## src/rtl/cpu_board_ctrl.sv

```systemverilog
// cpu_board_ctrl: board-level CPU clock generator and 7-segment display driver.
// In free-run mode the CPU clock is a divided-down board clock. In single-step
// mode each debounced button press produces one 4-cycle CPU clock pulse.
// A display register shows a selected 32-bit channel (or the CPU cycle count)
// on an 8-digit multiplexed, active-low 7-segment display.
module cpu_board_ctrl #(
  parameter int CUT_SITES = 26,
  parameter int N_CH      = 4,
  parameter int DB_BITS   = 20,
  parameter int SCAN_BITS = 16,
  parameter int SEL_W     = $clog2(N_CH + 1)
) (
  input  logic                  clk_in,
  input  logic                  reset,
  input  logic                  mode,
  input  logic                  step_btn,
  input  logic [SEL_W-1:0]      ch_sel,
  input  logic [N_CH*32-1:0]    ch_data,
  output logic                  cpu_clk,
  output logic                  cpu_tick,
  output logic [7:0]            o_seg,
  output logic [7:0]            o_sel
);

  // Step pulse length in clk_in cycles.
  localparam int unsigned STEP_CYCLES = 4;
  localparam logic [1:0] STEP_LAST = 2'(STEP_CYCLES - 1);
  localparam logic [DB_BITS-1:0] DB_MAX = '1;

  typedef enum logic [0:0] {
    STEP_IDLE  = 1'b0,
    STEP_PULSE = 1'b1
  } step_state_t;

  // ---------------------------------------------------------------------------
  // Input synchronisers
  // ---------------------------------------------------------------------------
  logic [1:0]       mode_sync;
  logic [1:0]       btn_sync;
  logic [SEL_W-1:0] sel_ff1;
  logic [SEL_W-1:0] sel_s;
  logic             mode_s;
  logic             btn_s;

  assign mode_s = mode_sync[1];
  assign btn_s  = btn_sync[1];

  // Two-flop synchronisers for the asynchronous switches and the button.
  // NOTE: sequential state always uses non-blocking (<=) so every flop samples
  // the pre-edge value of its neighbours; blocking here would collapse the
  // two stages into one.
  always_ff @(posedge clk_in or negedge reset) begin
    if (!reset) begin
      mode_sync <= '0;
      btn_sync  <= '0;
      sel_ff1   <= '0;
      sel_s     <= '0;
    end else begin
      mode_sync <= {mode_sync[0], mode};
      btn_sync  <= {btn_sync[0], step_btn};
      sel_ff1   <= ch_sel;
      sel_s     <= sel_ff1;
    end
  end

  // ---------------------------------------------------------------------------
  // Step button debounce
  // ---------------------------------------------------------------------------
  logic [DB_BITS-1:0] db_cnt;
  logic               db_stable;
  logic               press;

  // A press is the stable level flipping 0->1; releases never count.
  assign press = btn_s && !db_stable && (db_cnt == DB_MAX);

  // Restart the stability window whenever the input agrees with the stable
  // level; adopt the new level once it has held for the whole window.
  always_ff @(posedge clk_in or negedge reset) begin
    if (!reset) begin
      db_cnt    <= '0;
      db_stable <= 1'b0;
    end else if (btn_s == db_stable) begin
      db_cnt <= '0;
    end else if (db_cnt == DB_MAX) begin
      db_stable <= btn_s;
      db_cnt    <= '0;
    end else begin
      db_cnt <= db_cnt + 1'b1;
    end
  end

  // ---------------------------------------------------------------------------
  // CPU clock generation: free-run divider and single-step pulse FSM
  // ---------------------------------------------------------------------------
  step_state_t          step_state, step_state_next;
  logic [1:0]           step_len, step_len_next;
  logic [CUT_SITES:0]   cnt, cnt_next;
  logic                 cpu_clk_next;
  logic                 tick_next;

  // Next-state logic for the divider, step pulse and the CPU clock level.
  // NOTE: every signal written here gets a default first, so no path leaves
  // one unassigned and no latch is inferred.
  always_comb begin
    step_state_next = step_state;
    step_len_next   = step_len;
    cnt_next        = cnt + 1'b1;
    cpu_clk_next    = 1'b0;
    if (mode_s) begin
      // Single-step: divider parked at 0, clock follows the pulse FSM.
      cnt_next = '0;
      case (step_state)
        STEP_IDLE: begin
          if (press) begin
            step_state_next = STEP_PULSE;
            step_len_next   = '0;
          end
        end
        STEP_PULSE: begin
          // Presses during an active pulse are dropped, not queued.
          if (step_len == STEP_LAST) begin
            step_state_next = STEP_IDLE;
          end else begin
            step_len_next = step_len + 2'd1;
          end
        end
        default: step_state_next = STEP_IDLE;
      endcase
      cpu_clk_next = (step_state_next == STEP_PULSE);
    end else begin
      // Free-run: any pulse in flight is abandoned; divider MSB is the clock.
      step_state_next = STEP_IDLE;
      step_len_next   = '0;
      cpu_clk_next    = cnt_next[CUT_SITES];
    end
  end

  assign tick_next = cpu_clk_next && !cpu_clk;

  // Register the divider, pulse FSM, CPU clock and its rising-edge tick.
  always_ff @(posedge clk_in or negedge reset) begin
    if (!reset) begin
      step_state <= STEP_IDLE;
      step_len   <= '0;
      cnt        <= '0;
      cpu_clk    <= 1'b0;
      cpu_tick   <= 1'b0;
    end else begin
      step_state <= step_state_next;
      step_len   <= step_len_next;
      cnt        <= cnt_next;
      cpu_clk    <= cpu_clk_next;
      cpu_tick   <= tick_next;
    end
  end

  // ---------------------------------------------------------------------------
  // Cycle counter and display register
  // ---------------------------------------------------------------------------
  logic [31:0]      cyc, cyc_next;
  logic [31:0]      disp;
  logic [31:0]      disp_src;
  logic [SEL_W-1:0] sel_prev;
  logic             sel_chg;

  // cyc advances as the tick cycle ends; the display sees the advanced value
  // so a tick shows the new count rather than the previous one.
  assign cyc_next = cpu_tick ? cyc + 32'd1 : cyc;
  assign sel_chg  = (sel_s != sel_prev);

  // Display source: an input channel, or the cycle count for out-of-range
  // selects.
  always_comb begin
    disp_src = cyc_next;
    for (int k = 0; k < N_CH; k++) begin
      if (int'(sel_s) == k) disp_src = ch_data[32*k +: 32];
    end
  end

  // Count CPU cycles; reload the display on each tick or a channel change.
  always_ff @(posedge clk_in or negedge reset) begin
    if (!reset) begin
      cyc      <= '0;
      disp     <= '0;
      sel_prev <= '0;
    end else begin
      cyc      <= cyc_next;
      sel_prev <= sel_s;
      if (cpu_tick || sel_chg) disp <= disp_src;
    end
  end

  // ---------------------------------------------------------------------------
  // Seven-segment scan
  // ---------------------------------------------------------------------------
  logic [SCAN_BITS+2:0] scan_cnt;
  logic [2:0]           idx;

  assign idx = scan_cnt[SCAN_BITS+2:SCAN_BITS];

  // Hex digit to active-low {dp,g,f,e,d,c,b,a}; dp always off.
  function automatic logic [7:0] hex_seg(input logic [3:0] nib);
    case (nib)
      4'h0: hex_seg = 8'hC0;
      4'h1: hex_seg = 8'hF9;
      4'h2: hex_seg = 8'hA4;
      4'h3: hex_seg = 8'hB0;
      4'h4: hex_seg = 8'h99;
      4'h5: hex_seg = 8'h92;
      4'h6: hex_seg = 8'h82;
      4'h7: hex_seg = 8'hF8;
      4'h8: hex_seg = 8'h80;
      4'h9: hex_seg = 8'h90;
      4'hA: hex_seg = 8'h88;
      4'hB: hex_seg = 8'h83;
      4'hC: hex_seg = 8'hC6;
      4'hD: hex_seg = 8'hA1;
      4'hE: hex_seg = 8'h86;
      default: hex_seg = 8'h8E;
    endcase
  endfunction

  // Free-running scan; drive one active-low digit enable and its segments.
  always_ff @(posedge clk_in or negedge reset) begin
    if (!reset) begin
      scan_cnt <= '0;
      o_sel    <= 8'hFF;
      o_seg    <= 8'hFF;
    end else begin
      scan_cnt <= scan_cnt + 1'b1;
      o_sel    <= ~(8'b1 << idx);
      o_seg    <= hex_seg(disp[{idx, 2'b00} +: 4]);
    end
  end

endmodule

```

## config.mk

```make
export PLATFORM = sky130hd
export DESIGN_NAME = cpu_board_ctrl
export DESIGN_NICKNAME = d
export VERILOG_FILES = /design/src/rtl/cpu_board_ctrl.sv
export SDC_FILE = /design/constraint.sdc
export NUM_CORES = 1
export LEC_CHECK = 0
export ABC_AREA = 1
export ABC_CLOCK_PERIOD_IN_PS = 5550
export BUFFER_PORTS_ARGS = -buffer_cell sky130_fd_sc_hd__buf_2
export CELL_PAD_IN_SITES_DETAIL_PLACEMENT = 0
export CELL_PAD_IN_SITES_GLOBAL_PLACEMENT = 2
export CORE_UTILIZATION = 35
export DETAILED_ROUTE_END_ITERATION = 7
export PLACE_DENSITY_LB_ADDON = 0.1
export SKIP_CTS_REPAIR_TIMING = 1
export SYNTH_ARGS = -nofsm -noshare
export SYNTH_HDL_FRONTEND = slang
export SYNTH_SLANG_ARGS = --single-unit
```

## constraint.sdc

```tcl
create_clock -name clk_in -period 5.55 [get_ports clk_in]
set_input_delay 0.2775 -clock clk_in [delete_from_list [all_inputs] [get_ports clk_in]]
set_output_delay 0.2775 -clock clk_in [all_outputs]
set_load 0.1 [all_outputs]
```

==> results of run 1 <==
==> synthesized netlist by cell type (3+ instances only) <==
master,n,area (um2)
o21bai_1,3,22.5
or2_2,9,56.3
buf_4,3,22.5
nor3_2,8,80.1
xnor2_1,17,149
a21oi_1,59,295
nand2_2,3,18.8
nor2_1,180,676
inv_1,101,379
xor2_2,3,48.8
a31oi_1,3,18.8
nand3_1,54,270
clkbuf_1,25,93.8
a22oi_1,12,90.1
buf_2,11,55.1
nor3_1,25,125
nand4_1,14,87.6
inv_2,9,33.8
o21ai_1,18,90.1
nand3b_1,4,30.0
nand2_1,352,1320
ha_1,12,150
nor2_4,6,67.6
o21ai_0,39,195
xor2_1,30,263
a211oi_1,4,30.0
dfstp_2,15,394
o21a_1,4,30.0
dfrtp_1,149,3730
nor2_2,15,93.8
o211ai_1,6,45.0
==> final cells by class <==
cell class | count | area share
inverter | 112 | 0.0387
timing repair buffer | 164 | 0.0805
tap | 330 | 0.0380
sequential | 164 | 0.379
antenna | 3 | 0.000691
clock inverter | 14 | 0.0102
multi-input combinational | 903 | 0.411
clock buffer | 18 | 0.0415
==> flip-flops by register name, indices dropped and copies added (netlist names) <==
signal and cells:
btn_sync 2, sel_prev 3, cnt 27, step_len 2, cpu_clk 1, mode_sync 2
step_state 1, db_stable 1, o_seg 7, disp 32, cyc 32, scan_cnt 19
sel_s 3, sel_ff1 3, db_cnt 20, o_sel 8, cpu_tick 1
==> worst max-delay path by stage <==
stage	cells after the start	slack, ns	endpoint
2_1_floorplan	13	3.28	disp[14]
3_3_place_gp	9	3.26	disp[4]
3_5_place_dp	9	3.23	disp[4]
4_1_cts	9	3.21	disp[4]
5_1_grt	10	3.00	disp[6]
6_report	9	3.23	disp[4]
==> metrics by stage <==
step / area [um2] / hold slack [ns] / util
after detailed placement: 10200 / 0.272 / 0.402
final: 10900 / 0.170 / 0.427
after floorplan: 9180 / -0.0181 / -
after global placement: 10200 / 0.271 / 0.402
after CTS: 10800 / -0.193 / 0.424
after global routing: 10900 / 0.197 / 0.426
==> routing by layer <==
| layer | track usage | part of all wire | vias up |
|---|---|---|---|
| li1 | - | - | 4177 |
| met1 | 0.300 | 0.48 | 3794 |
| met2 | 0.339 | 0.44 | 198 |
| met3 | 0.0359 | 0.051 | 32 |
| met4 | 0.0690 | 0.021 | 4 |
| met5 | 0 | 0.0011 | - |
==> worst max-delay path: cells and delay by family (launching register included) <==
kind,cells,cell delay (ns)
compound gates,3,0.46
buf+inv,2,0.83
flops,1,0.46
simple gates,4,0.42
==> cells by family after synthesis <==
family                   after synthesis  share of synthesized area
AND/OR/NAND/NOR                      683                      0.321
flip-flops                           164                      0.449
AO/OA/AOI/OAI                        155                     0.0948
buffers and inverters                151                     0.0645
other                                  1                   0.000409
XOR/XNOR                              52                     0.0537
adder cells (fa/ha/maj)               12                     0.0164
==> power by group <==
group          switching [mW]  leakage [nW]  internal, mW
combinational           0.293          2.99         0.116
clock                   0.541         0.287         0.613
sequential             0.0332          2.15          1.26
total                   0.867          5.43          1.99
==> flow_summary.yaml, run 1 <==
run_status:
  status: "complete, no violations"
timing:
  final_number_of_setup_violating_endpoints: 0
  slew_violations: 0
  finClkSkew_ns: 0.00985
  timing.max_slew.rel_slack: 0.342
  rsz0062_at_grt: "no"
  period_needed_ns: 2.32
  setup_ws_ns: 3.23
  timing.final.crit_share: 0.417
  fmaxAchievable_mhz: 432
  final.setup.tns_ns: 0
  worst_slew_pin_slew_ns: 0.986
  number_of_failing_hold_endpoints_at_the_final_stage: 0
cts:
  clk_root_buffer_cell: "clkbuf_16"
  maximum_clock_path_buffer_count: 2
  clkSlewWorstSetupHoldPaths_ns: 0.07
  cts.htree.levels: 4
  number_of_buffers_added_by_the_clock_tree_synthesis_step: 17
  cts_tree: "yes"
  numClockSinks: 164
  insertion_delay_ns: 0.43
place:
  numPortBuffers: 151
  placed_cells: 1667
  finalWeightedCongestion: 0.863
  detailedPlace.worstSlack_ns: 3.23
  dp_hpwl_mm: 20.8
cells_and_area:
  area.sequential_um2: 4120
  final-instance-count-excl-fill: 1708
  final_layout_size_suffix_gt1_frac: 0.194
  total_area_of_multi_input_combinational_cells_um2: 4470
  area_delta_synth_final_pct: 18.4
  final_cell_mix: "nand2_1, nor2_1, buf_2"
  layout.cells.most_common: "nand2_1"
  fillerInstances: 2710
  design.final.nets: 1509
setup_path:
  worst_reg_to_reg_path_cell_count: 9
  timing.critical_path.required_ns: 5.85
  startpoint_type: "register"
  path_cells: "nor3_4 -> buf_4 -> inv_1 -> o21ai_0 -> nor2_1 -> o22ai_1 -> nand2_1 -> o211ai_1 -> nand2_1"
  setup.worst_path.class: "register to register"
  timing.rr.start: "sel_s[2]"
  critical_path.reg2reg.endpoint: "disp[4]"
  endpoint_kind: "register"
  worstPathMaxFanout: 50
  worst_ep_arrival_time_ns: 2.61
  worst_path_max_delay_cell: "dfrtp_1"
  crit_start: "sel_s[2]"
  timing.reg2reg.setup_slack_ns: 3.23
  critical_path_most_common_cell: "nand2_1"
  max_incr_delay_on_cp_ns: 0.46
floorplan:
  std_cell_rows: 58
  die_w_um: 164
  dieHeight_um: 164
  floorplan.initialDensity: 0.360
  core_region_area_um2: 25500
  ios: 153
  die-area_um2: 26900
power:
  ir_drop_uv: 198
  power_leakage_nw: 5.43
  power_per_cell_area_nw_per_um2: 263
  total_power_mw: 2.85
synth:
  synth_seq_area_share: 0.449
  ys_warn_count: 0
  synth_edf_count: 0
  synthArstFlopShare: 1.00
  yosysUniqueCellTypes: 48
  postSynthCellCount: 1218
  synth.net_count: 1365
  synth.avg_cell_area_um2: 7.53
  dominantRegCellSynth: "dfrtp_1"
  synth_area_um2: 9180
  synth_seq_cells: 164
routing:
  antenna_left: 0
  dr_total_vias: 8205
  drt-wirelength-per-cell_um: 16.1
  post-route-drc-count: 0
  route.detailed.vias_per_inst: 4.80
  drtPass1Iterations: 5
  detailed_route_wire_length_mm: 27.5
  dr.first_iter.drc_count: 473
global_routing:
  grt_overflow: 0
  first_global_vias: 8060
  grt_start_max_net_pins: 60
  grt_usage: 0.215
  grt_first_pass_wirelength_mm: 43.6
  grt_antenna_before_repair: 4
min_path:
  worst_hold_startpoint: "ch_data[82]"
  worst_hold_path.endpoint: "disp[18]"
  holdCritPathClass: "primary input to register"
  min_delay_path_depth: 5
flow_run:
  maxCapViolCount: 0
Note: power is estimated with default switching activity, not from simulation.
==> inputs of run 2 (changes only) <==
--- a/config.mk
+++ b/config.mk
@@ -6,11 +6,11 @@
 export NUM_CORES = 1
 export LEC_CHECK = 0
 export ABC_AREA = 1
-export ABC_CLOCK_PERIOD_IN_PS = 5550
+export ABC_CLOCK_PERIOD_IN_PS = 2200
 export BUFFER_PORTS_ARGS = -buffer_cell sky130_fd_sc_hd__buf_2
 export CELL_PAD_IN_SITES_DETAIL_PLACEMENT = 0
 export CELL_PAD_IN_SITES_GLOBAL_PLACEMENT = 2
-export CORE_UTILIZATION = 35
+export CORE_UTILIZATION = 32
 export DETAILED_ROUTE_END_ITERATION = 7
 export PLACE_DENSITY_LB_ADDON = 0.1
 export SKIP_CTS_REPAIR_TIMING = 1
==> constraint.sdc (replaced) <==
create_clock -name clk_in -period 2.2 [get_ports clk_in]
set_input_delay 0.11 -clock clk_in [delete_from_list [all_inputs] [get_ports clk_in]]
set_output_delay 0.11 -clock clk_in [all_outputs]
set_load 0.1 [all_outputs]
==> flow_summary.yaml, run 2 (synthesized netlist as in run 1, its figures left out) <==
place:
  numPortBuffers: 151
  detailedPlace.worstSlack_ns: 0.164
  postPlaceCellArea_um2: 10500
  finalWeightedCongestion: 0.842
  dp_hpwl_mm: 22.0
power:
  power.share.combinational: 0.146
  power.share.switching: 0.302
  ir_drop_uv: 347
  power_leakage_nw: 5.61
  seq_power_share: 0.441
  switchingPower_mw: 2.23
  power_per_cell_area_nw_per_um2: 656
  share_clk_of_total_power: 0.413
  total_power_mw: 7.37
  intPower_mw: 5.14
floorplan:
  std_cell_rows: 61
  die_w_um: 171
  die-area_um2: 29400
  ios: 153
  core_region_area_um2: 28000
  dieHeight_um: 171
  floorplan.initialDensity: 0.328
cells_and_area:
  layout.cells.most_common: "nand2_1"
  fin_area_um2: 11200
  total_area_of_multi_input_combinational_cells_um2: 4480
  final_core_utilization: 0.401
  fillerInstances: 2999
  reg_top3: "cyc: 32 flops, disp: 32 flops, cnt: 27 flops"
  final_layout_size_suffix_gt1_frac: 0.213
  area_delta_synth_final_pct: 22.5
  design.final.nets: 1536
  final_cell_mix: "nand2_1, nor2_1, buf_2"
  area.sequential_um2: 4130
cts:
  cts_tree: "yes"
  insertion_delay_ns: 0.43
  cts.htree.levels: 4
  numClockSinks: 164
  clk_root_buffer_cell: "clkbuf_16"
  number_of_buffers_added_by_the_clock_tree_synthesis_step: 17
  maximum_clock_path_buffer_count: 2
  clkSlewWorstSetupHoldPaths_ns: 0.07
routing:
  route.detailed.vias_per_inst: 4.62
  dr_total_vias: 8239
  detailed_route_wire_length_mm: 28.6
  post-route-drc-count: 0
  antenna_left: 0
  dr.first_iter.drc_count: 415
  drt-wirelength-per-cell_um: 16.0
  drtPass1Iterations: 5
timing:
  timing.hold.ws_ns: -0.0102
  timing.max_slew.rel_slack: 0.630
  period_needed_ns: 2.01
  timing.final.crit_share: 0.914
  final_number_of_setup_violating_endpoints: 0
  number_of_failing_hold_endpoints_at_the_final_stage: 2
  fmaxAchievable_mhz: 497
  rsz0062_at_grt: "yes"
  slew_violations: 0
  worst_slew_pin_slew_ns: 0.554
  finClkSkew_ns: 0.0147
  setup_ws_ns: 0.190
global_routing:
  grt_usage: 0.204
  grt_first_pass_wirelength_mm: 45.3
  grt_use_met2: 0.327
  grt_antenna_before_repair: 6
  first_global_vias: 8265
  use_met3: 0.0396
  grt_overflow: 0
  grt.busiest_layer: "met2"
  grt_start_max_net_pins: 57
  globalRouteMet1Util: 0.278
run_status:
  status: "finished with violations"
  failed_checks: "hold timing"
min_path:
  worst_hold_startpoint: "ch_data[82]"
  holdCritPathClass: "primary input to register"
  worst_hold_path.endpoint: "disp[18]"
  min_delay_path_depth: 5
setup_path:
  worst_path_max_delay_cell: "dfrtp_1"
  setup.worst_path.class: "register to register"
  timing.rr.start: "cyc[0]"
  worst_reg_to_reg_path_cell_count: 13
  worstPathMaxFanout: 7
  max_incr_delay_on_cp_ns: 0.38
  worst_ep_arrival_time_ns: 2.32
  startpoint_type: "register"
  timing.reg2reg.setup_slack_ns: 0.19
  critical_path.reg2reg.endpoint: "disp[25]"
  path_cells: "nand3_1 -> nor2_1 -> nand2_1 -> nor2_4 -> nand3_1 -> nand2_1 -> nand3_1 -> nand2_1 -> nand2_1 -> nand2_1 -> nand2_1 -> nand2_1 -> nand2_1"
  critical_path_most_common_cell: "nand2_1"
  timing.critical_path.required_ns: 2.51
  endpoint_kind: "register"
flow_run:
  maxCapViolCount: 0
==> run 2: cell types whose count changed in the layout (fill, tap and decap cells not counted), sizes merged <==
cell,delta
buf,+27
clkbuf,+2
inv,-2
==> run 2: power by group through the flow <==
stage	sequential, mW	combinational (mW)	clock (mW)
floorplan	3.53	0.422	0
global placement	3.31	1.09	0
detailed placement	3.31	1.08	0
CTS	3.25	1.09	3.14
global route	3.27	1.20	3.24
finish	3.25	1.08	3.04
==> run 2: cell type report <==
type,instances,share of cell area
Inverter,112,0.0374
Multi-Input combinational cell,903,0.398
Tap cell,378,0.0421
Clock inverter,12,0.00935
Timing Repair Buffer,191,0.101
Sequential cell,164,0.367
Clock buffer,20,0.0435
Antenna cell,3,0.000668
==> run 2: how the worst max path moves through the flow <==
stage | start | to | slack (ns) | cells past startpoint
after floorplan | cpu_tick | disp[14] | 0.27 | 13
after global placement | scan_cnt[16] | o_seg[5] | 0.15 | 12
after detailed placement | scan_cnt[16] | o_seg[6] | 0.16 | 12
after CTS | scan_cnt[16] | o_seg[6] | 0.15 | 12
after global routing | scan_cnt[16] | o_seg[0] | -0.001 | 10
final | cyc[0] | disp[25] | 0.19 | 13
==> run 2: critical path: cells and delay by family, from the launching register on <==
kind / cells / cell delay [ns]
DFF: 1 / 0.38
and+or+nand+nor: 13 / 1.51
==> run 2: per-layer routing <==
layer | vias up | wire [um]
met1 | 3805 | 13800
li1 | 4227 | -
met3 | 25 | 1390
met5 | - | 35
met2 | 176 | 12900
met4 | 6 | 476
==> run 2: through the flow <==
stage,setup TNS (ns),instances
floorplan,0,1218
detailed placement,0,1740
global placement,0,1740
finish,0,1783
global route,-0.00111,1780
CTS,0,1772
